<file path="src/rtl/alu_pkg.sv">
// Shared ALU function codes, the MUL detector and the scheduler FSM encoding
// used by the ALU scheduler and anything that talks to the shared ALU.
package alu_pkg;

  localparam logic [5:0] ALUFN_ADD   = 6'h00;
  localparam logic [5:0] ALUFN_SUB   = 6'h01;
  localparam logic [5:0] ALUFN_MUL   = 6'h02;
  localparam logic [5:0] ALUFN_AND   = 6'h18;
  localparam logic [5:0] ALUFN_OR    = 6'h1E;
  localparam logic [5:0] ALUFN_XOR   = 6'h16;
  localparam logic [5:0] ALUFN_A     = 6'h1A;
  localparam logic [5:0] ALUFN_SHL   = 6'h20;
  localparam logic [5:0] ALUFN_SHR   = 6'h21;
  localparam logic [5:0] ALUFN_SRA   = 6'h23;
  localparam logic [5:0] ALUFN_CMPEQ = 6'h33;
  localparam logic [5:0] ALUFN_CMPLT = 6'h35;
  localparam logic [5:0] ALUFN_CMPLE = 6'h37;

  typedef enum logic [1:0] {
    ST_IDLE = 2'd0,
    ST_EXEC = 2'd1,
    ST_RESP = 2'd2
  } state_e;

  // Every code of the form 6'b00xx1x is routed through the multiplier.
  function automatic logic is_mul(input logic [5:0] fn);
    return (fn[5:4] == 2'b00) && fn[1];
  endfunction

endpackage

</file>
<file path="src/rtl/rr_arb2.sv">
// Two-way round-robin arbiter: a lone request always wins, a tie goes to the
// requester that was not granted last.
module rr_arb2 (
  input  logic [1:0] req,
  input  logic       last,
  output logic [1:0] gnt
);

  always_comb begin
    gnt = 2'b00;
    if (req[0] && (!req[1] || last)) begin
      gnt = 2'b01;
    end else if (req[1]) begin
      gnt = 2'b10;
    end
  end

endmodule

</file>
<file path="src/rtl/alu_scheduler.sv">
// Time-shares one external combinational ALU between two requesters: grant,
// hold operands for the op latency, then return result and flags to the winner.
module alu_scheduler
  import alu_pkg::*;
#(
  parameter int MUL_CYCLES = 2,
  parameter int CNT_W      = 4
) (
  input  logic        clk,
  input  logic        reset,
  input  logic        req0_valid,
  input  logic [5:0]  req0_alufn,
  input  logic [31:0] req0_a,
  input  logic [31:0] req0_b,
  output logic        req0_ready,
  output logic        rsp0_valid,
  input  logic        rsp0_ready,
  output logic [31:0] rsp0_data,
  output logic [2:0]  rsp0_flags,
  input  logic        req1_valid,
  input  logic [5:0]  req1_alufn,
  input  logic [31:0] req1_a,
  input  logic [31:0] req1_b,
  output logic        req1_ready,
  output logic        rsp1_valid,
  input  logic        rsp1_ready,
  output logic [31:0] rsp1_data,
  output logic [2:0]  rsp1_flags,
  output logic [5:0]  alu_fn,
  output logic [31:0] alu_a,
  output logic [31:0] alu_b,
  input  logic [31:0] alu_res,
  input  logic        alu_z,
  input  logic        alu_v,
  input  logic        alu_n,
  output logic        busy,
  output logic [1:0]  dbg_state
);

  // Handshakes: a request transfers on the edge where reqX_valid && reqX_ready
  // (ready only in IDLE, combinational from the valids); a response transfers
  // on the edge where rspX_valid && rspX_ready, and is held until then.

  state_e             state_q, state_d;
  logic               last_q, last_d;
  logic               owner_q, owner_d;
  logic [CNT_W-1:0]   cnt_q, cnt_d;
  logic [5:0]         fn_q, fn_d;
  logic [31:0]        a_q, a_d, b_q, b_d;
  logic [31:0]        res_q, res_d;
  logic [2:0]         flags_q, flags_d;
  logic [1:0]         gnt;

  rr_arb2 u_arb (
    .req  ({req1_valid, req0_valid}),
    .last (last_q),
    .gnt  (gnt)
  );

  // last_q resets to 1 so that port 0 wins the first tie.
  always_ff @(posedge clk or posedge reset) begin
    if (reset) begin
      state_q <= ST_IDLE;
      last_q  <= 1'b1;
      owner_q <= 1'b0;
      cnt_q   <= '0;
      fn_q    <= '0;
      a_q     <= '0;
      b_q     <= '0;
      res_q   <= '0;
      flags_q <= '0;
    end else begin
      state_q <= state_d;
      last_q  <= last_d;
      owner_q <= owner_d;
      cnt_q   <= cnt_d;
      fn_q    <= fn_d;
      a_q     <= a_d;
      b_q     <= b_d;
      res_q   <= res_d;
      flags_q <= flags_d;
    end
  end

  always_comb begin
    state_d = state_q;
    last_d  = last_q;
    owner_d = owner_q;
    cnt_d   = cnt_q;
    fn_d    = fn_q;
    a_d     = a_q;
    b_d     = b_q;
    res_d   = res_q;
    flags_d = flags_q;
    case (state_q)
      ST_IDLE: begin
        if (|gnt) begin
          owner_d = gnt[1];
          last_d  = gnt[1];
          fn_d    = gnt[1] ? req1_alufn : req0_alufn;
          a_d     = gnt[1] ? req1_a     : req0_a;
          b_d     = gnt[1] ? req1_b     : req0_b;
          cnt_d   = is_mul(fn_d) ? CNT_W'(MUL_CYCLES - 1) : '0;
          state_d = ST_EXEC;
        end
      end
      ST_EXEC: begin
        if (cnt_q == '0) begin
          res_d   = alu_res;
          flags_d = {alu_z, alu_v, alu_n};
          state_d = ST_RESP;
        end else begin
          cnt_d = cnt_q - CNT_W'(1);
        end
      end
      ST_RESP: begin
        if (owner_q ? rsp1_ready : rsp0_ready) begin
          state_d = ST_IDLE;
        end
      end
      default: state_d = ST_IDLE;
    endcase
  end

  always_comb begin
    busy       = (state_q != ST_IDLE);
    req0_ready = (state_q == ST_IDLE) && gnt[0];
    req1_ready = (state_q == ST_IDLE) && gnt[1];
    rsp0_valid = (state_q == ST_RESP) && !owner_q;
    rsp1_valid = (state_q == ST_RESP) && owner_q;
    rsp0_data  = res_q;
    rsp0_flags = flags_q;
    rsp1_data  = res_q;
    rsp1_flags = flags_q;
    alu_fn     = fn_q;
    alu_a      = a_q;
    alu_b      = b_q;
    dbg_state  = state_q;
  end

endmodule
</file>
<file path="config.mk">
export PLATFORM = sky130hd
export DESIGN_NAME = alu_scheduler
export DESIGN_NICKNAME = d
export VERILOG_FILES = /design/src/rtl/alu_pkg.sv /design/src/rtl/rr_arb2.sv /design/src/rtl/alu_scheduler.sv
export SDC_FILE = /design/constraint.sdc
export NUM_CORES = 1
export LEC_CHECK = 0
export BUFFER_PORTS_ARGS = -buffer_cell sky130_fd_sc_hd__buf_2
export CORE_AREA = 2 2 126 128
export CTS_BUF_LIST = sky130_fd_sc_hd__clkbuf_4
export DETAILED_ROUTE_END_ITERATION = 10
export DIE_AREA = 0 0 128 130
export HOLD_SLACK_MARGIN = 0.03
export PLACE_DENSITY_LB_ADDON = 0.25
export RECOVER_POWER = 25
export SKIP_CTS_REPAIR_TIMING = 1
export SLEW_MARGIN = 20
export SYNTH_ARGS = -nofsm -noshare
export SYNTH_HDL_FRONTEND = slang
export SYNTH_HIERARCHICAL = 1
export SYNTH_SLANG_ARGS = --single-unit
</file>
<file path="constraint.sdc">
create_clock -name clk -period 4.55 [get_ports clk]
set_input_delay 0.2275 -clock clk [delete_from_list [all_inputs] [get_ports clk]]
set_output_delay 0.2275 -clock clk [all_outputs]
set_load 0.01 [all_outputs]
</file>
# [Word-level counts from Yosys, hierarchy flattened]
# Index checks and enable logic that the tools add are counted.
[totals] regBits=113 out_inout_bits=147 inputBits=181 elab_cells=49
[classes] n_eq_ne=6 muxes=14 addsub=1 reduce_logical=19
[ops] cell="32-bit two-way mux" count=2
[ops] cell="2-bit two-way mux" count=5
[ops] cell="4-bit two-way mux" count=2
[ops] cell="2-bit inequality test, second input constant" count=4
[ops] cell="4-bit one-hot mux with 2 select lines" count=1
[ops] cell="1-bit logical AND" count=6
[ops] cell="6-bit two-way mux" count=1
[ops] cell="2-bit one-hot mux with 3 select lines" count=1
[ops] cell="3-bit AND reduction" count=2
[ops] cell="2-bit logical NOT" count=2
[ops] cell="4-bit logical NOT" count=1
[ops] cell="2-bit AND reduction" count=2
[ops] cell="2-bit nonzero test" count=2
[ops] cell="4-bit by 1-bit subtractor with 4-bit output, second input constant" count=1
[ops] cell="2-bit by 1-bit == test with 1-bit output, second input constant" count=1
[ops] cell="2-bit == test, second input constant" count=1
[ops] cell="1-bit logical NOT" count=2
[ops] cell="1-bit two-way mux" count=2
[ops] cell="2-bit OR reduction" count=1
[ops] cell="1-bit logical OR" count=1

# [Logic depth before layout (Yosys ltp)]
[logic_depth] depth_word=10 depth_mapped=7 depth_no_buf=6

# [By module]
# Netlist, hierarchy kept.
[by_module_without_submodules] mod="alu_scheduler" seq_area_each_um2=2829.0 n_inst=1 area_each_um2=5223.8 cells_per_inst=462
[by_module_without_submodules] mod="rr_arb2" seq_area_each_um2=0.0 n_inst=1 area_each_um2=18.8 cells_per_inst=3

# [Worst setup path before layout]
# No wires, ideal clock.
[synth_path] kind="register to register" from="register cnt_q[0]" to="register cnt_q[2]" t_arrival_ps=1470 synth_period_minus_slack_ps=1588 setup_ps=118 slack_ps=2962 t_required_ps=4432 stages_incl_launch_ff=7 n_path_buf=0 cell_sequence="dfrtp_1 inv_1 ha_1 or3b_2 nand2_1 nor3b_1 a21o_1"
[synth_between] elab_chain_cells=3 elab_cells_between_ends=6 classes_between="add/sub: 1; eq/ne: 1; mux: 2; reduce/logical: 2"
[synth_rtl] element="start: declaration" line="alu_scheduler.sv:47" rtl="logic [CNT_W-1:0] cnt_q, cnt_d;"
[synth_rtl] element="start signal: assignment" line="alu_scheduler.sv:76" rtl="cnt_q <= cnt_d;"
[synth_rtl] element="4-bit by 1-bit subtractor with 4-bit output / 4-bit logical NOT (equally long branches)" line="alu_scheduler.sv:113, alu_scheduler.sv:108"
[synth_rtl] element="4-bit two-way mux / 2-bit inequality test (equally long branches)"
[synth_rtl] element="4-bit one-hot mux with 2 select lines / 3-bit AND reduction (equally long branches)"
# Several ways; a longest one is shown, not always the timed one. The select of a mux whose other input is x is not followed.
# A chain may end at the register's enable or synchronous reset.

# [Worst setup path in the final report]
[layout_path] from="register last_q" to="register b_q[10] (netlist: alu_b[10])"
[layout_between] elab_chain_cells=5 elab_cells_between_ends=6 classes_between="mux: 2; reduce/logical: 4"
[layout_rtl] element="start: declaration" line="alu_scheduler.sv:45" rtl="logic last_q, last_d;"
[layout_rtl] element="start signal: assignment" line="alu_scheduler.sv:74" rtl="last_q <= last_d;"
[layout_rtl] element="1-bit logical OR *" line="rr_arb2.sv:11" rtl="if (req[0] && (!req[1] || last)) begin"
[layout_rtl] element="1-bit logical AND *" line="rr_arb2.sv:11"
[layout_rtl] element="2-bit two-way mux *" line="rr_arb2.sv:11"
[layout_rtl] element="via gnt[1]" line="alu_scheduler.sv:52" rtl="logic [1:0] gnt;"
[layout_rtl] element="2-bit OR reduction" line="alu_scheduler.sv:97" rtl="if (|gnt) begin"
[layout_rtl] element="2-bit AND reduction (no line)"
[layout_rtl] element="end signal: assignment" line="alu_scheduler.sv:69" rtl="b_q <= '0;"
[layout_rtl] element="end signal: assignment" line="alu_scheduler.sv:79" rtl="b_q <= b_d;"
[layout_rtl] element="end: declaration" line="alu_scheduler.sv:49" rtl="logic [31:0] a_q, a_d, b_q, b_d;"
# The timed path passes the listed nets; every way through them passes the cells marked *.

==> reports/metrics.cfg <==
[outcome]
status = complete, but fails checks
violations = capacitance limit, slew limit

[clocking]
cts.reportedPaths.clkPinSlew_ns = 0.11
numCtsBuffers = 17
cts_max_level = 4
cts_tree = done
clk_latency_ns = 0.51
cts.sinks = 113
clock_path_buffers = 2
cts_root_buffer = clkbuf_4

[synth]
synthCells = 465
ys_seq_elements = 113
yosysWarnings = 6
syn_nets = 648
ys_types = 35
yosysSeqAreaShare = 0.540
async_flop_share = 1.00
synthFlopType = dfrtp_1
synth_area_um2 = 5240
synth_edf_count = 0
syn_area_per_cell_um2 = 11.3

[critical_path]
endpoint_kind = register
cp_slowest_cell = buf_4
path_buf_inv = 2
path_cells = a21boi_4, buf_4, mux2i_1, dlygate4sd3_1, o21ai_0
critPathTopFamily = buffers and inverters
crit_type = register to register
worstPathArrival_ns = 3.49
start_kind = register
slowest_delay_ns = 0.84
required_ns = 4.94
cp_max_fo = 57

[floorplan]
core_um2 = 15400
die_width_um = 128
ios = 328
fp.dieH_um = 130
die_area_um2 = 16600
num_rows = 46
start_util = 0.340

[sta]
grt_setup_unrepaired = no
fmax_mhz = 323
worstMarginPinSlew_ns = 2.42
final_hold_viol_count = 0
min_period_ns = 3.10
finalSetupViolCount = 0
fin_skew_ns = 0.0139
tns_ns = 0
slew_headroom = -0.619
fin_crit_sh = 0.681
slew_violations = 57

[power_and_ir_drop]
p_leak_nw = 4.38
vdd_drop_max_mv = 0.227
power_density_nw_per_um2 = 560

[global_routing]
grt_max_degree = 93
antenna_found_initial = 0
grt_pass1_wl_mm = 20.9
grt_usage = 0.163
grt_pass1_vias = 4296
grt-ovfl-total = 0

[final_layout]
n_antenna_cell = 0
drive_above_1_share = 0.387
nNetsFinal = 1110
fin_cells = 1132
most-common-layout-cells = buf_2, dlygate4sd3_1, dfrtp_1
area_growth_syn_to_layout_pct = 67.2
mostFrequentLayoutCell = buf_2

[route]
drt-initial-drc-count = 197
firstDrtPassIters = 4
vias_per_cell = 4.58
routed_wirelength_mm = 17.1
drc_errors = 0
wl_per_cell_um = 15.1
vias = 5180
ant_nets = 0

[place]
gp_congestion = 0.725
place_hpwl_mm = 10.8
dp_cells = 926
port_buffers = 327

[job]
drv_cap = 1

[min_path]
holdCritPathClass = primary input to register

[logic make-up after synthesis]
group,synth area share
AO/OA/AOI/OAI,0.0893
adder cells (fa/ha/maj),0.00477
buffers and inverters,0.0840
flip-flops,0.540
multiplexers,0.211
AND/OR/NAND/NOR,0.0716
[worst min-delay path, stage by stage]
cell and delay [ns]:
buf_2 0.08, mux2i_1 0.06, o21ai_0 0.16
[final timing paths]
kind | startpoint | to | slack (ns) | depth (start not counted)
max reg2reg | last_q$_DFFE_PP1P_ | alu_b[10]$_DFFE_PP0P_ | 1.45 | 5
max in group asynchronous | reset | alu_a[28]$_DFFE_PP0P_ | 1.98 | 4
min | req0_a[16] | alu_a[16]$_DFFE_PP0P_ | 0.06 | 3
min reg2reg | alu_a[4]$_DFFE_PP0P_ | alu_a[4]$_DFFE_PP0P_ | 0.49 | 2
min in group asynchronous | reset | rsp0_data[30]$_DFFE_PP0P_ | 0.91 | 3
max | last_q$_DFFE_PP1P_ | alu_b[10]$_DFFE_PP0P_ | 1.45 | 5
[routing by layer]
metal  part of all wire  vias to the layer above  global-route usage
met1               0.38                     2446               0.178
li1                   -                     2483                   -
met4              0.010                        0              0.0569
met5                  0                        -                   0
met3              0.079                       17              0.0689
met2               0.53                      234               0.287
[sequential cells by signal, summed over array words and instances, names as in the netlist]
name        count
alu_a          32
alu_b          32
owner_q         1
last_q          1
alu_fn          6
cnt_q           4
rsp0_flags      3
dbg_state       2
rsp0_data      32
[Yosys cell counts, types with 3 or more instances]
master / number / area share
a21o_1: 3 / 0.0043
buf_2: 16 / 0.015
buf_4: 36 / 0.052
buf_6: 3 / 0.0064
clkbuf_1: 7 / 0.0050
dfrtp_1: 112 / 0.53
inv_1: 8 / 0.0057
mux2_2: 34 / 0.073
mux2i_1: 71 / 0.14
nand2_1: 73 / 0.052
nor2_1: 5 / 0.0036
o21ai_0: 72 / 0.069
[final cells by class]
class	instances	area, µm²
inverters	8	31.3
flip-flops and latches	113	2830
clock buffers	18	135
well taps	192	240
fillers	1296	6660
repair buffers	505	3390
clock inverters	14	143
multi-input cells	282	1990
[report_power, final]
group | switching [mW] | leakage, nW | internal [mW]
Sequential | 0.317 | 1.37 | 1.51
Combinational | 1.25 | 2.87 | 1.10
Clock | 0.407 | 0.137 | 0.328
[per-stage QoR]
step	utilization	worst slack (ns)	total power, mW	hold WS, ns	instance area, µm²
after floorplan	-	1.34	3.28	0.359	5240
after global placement	0.439	2.09	3.92	0.375	6770
after detailed placement	0.440	2.05	4.02	0.400	6790
after CTS	0.458	2.03	4.78	-0.216	7070
after global routing	0.568	1.27	5.29	0.0237	8760
final	0.568	1.45	4.91	0.0573	8760
(Power assumes the default switching activity.)
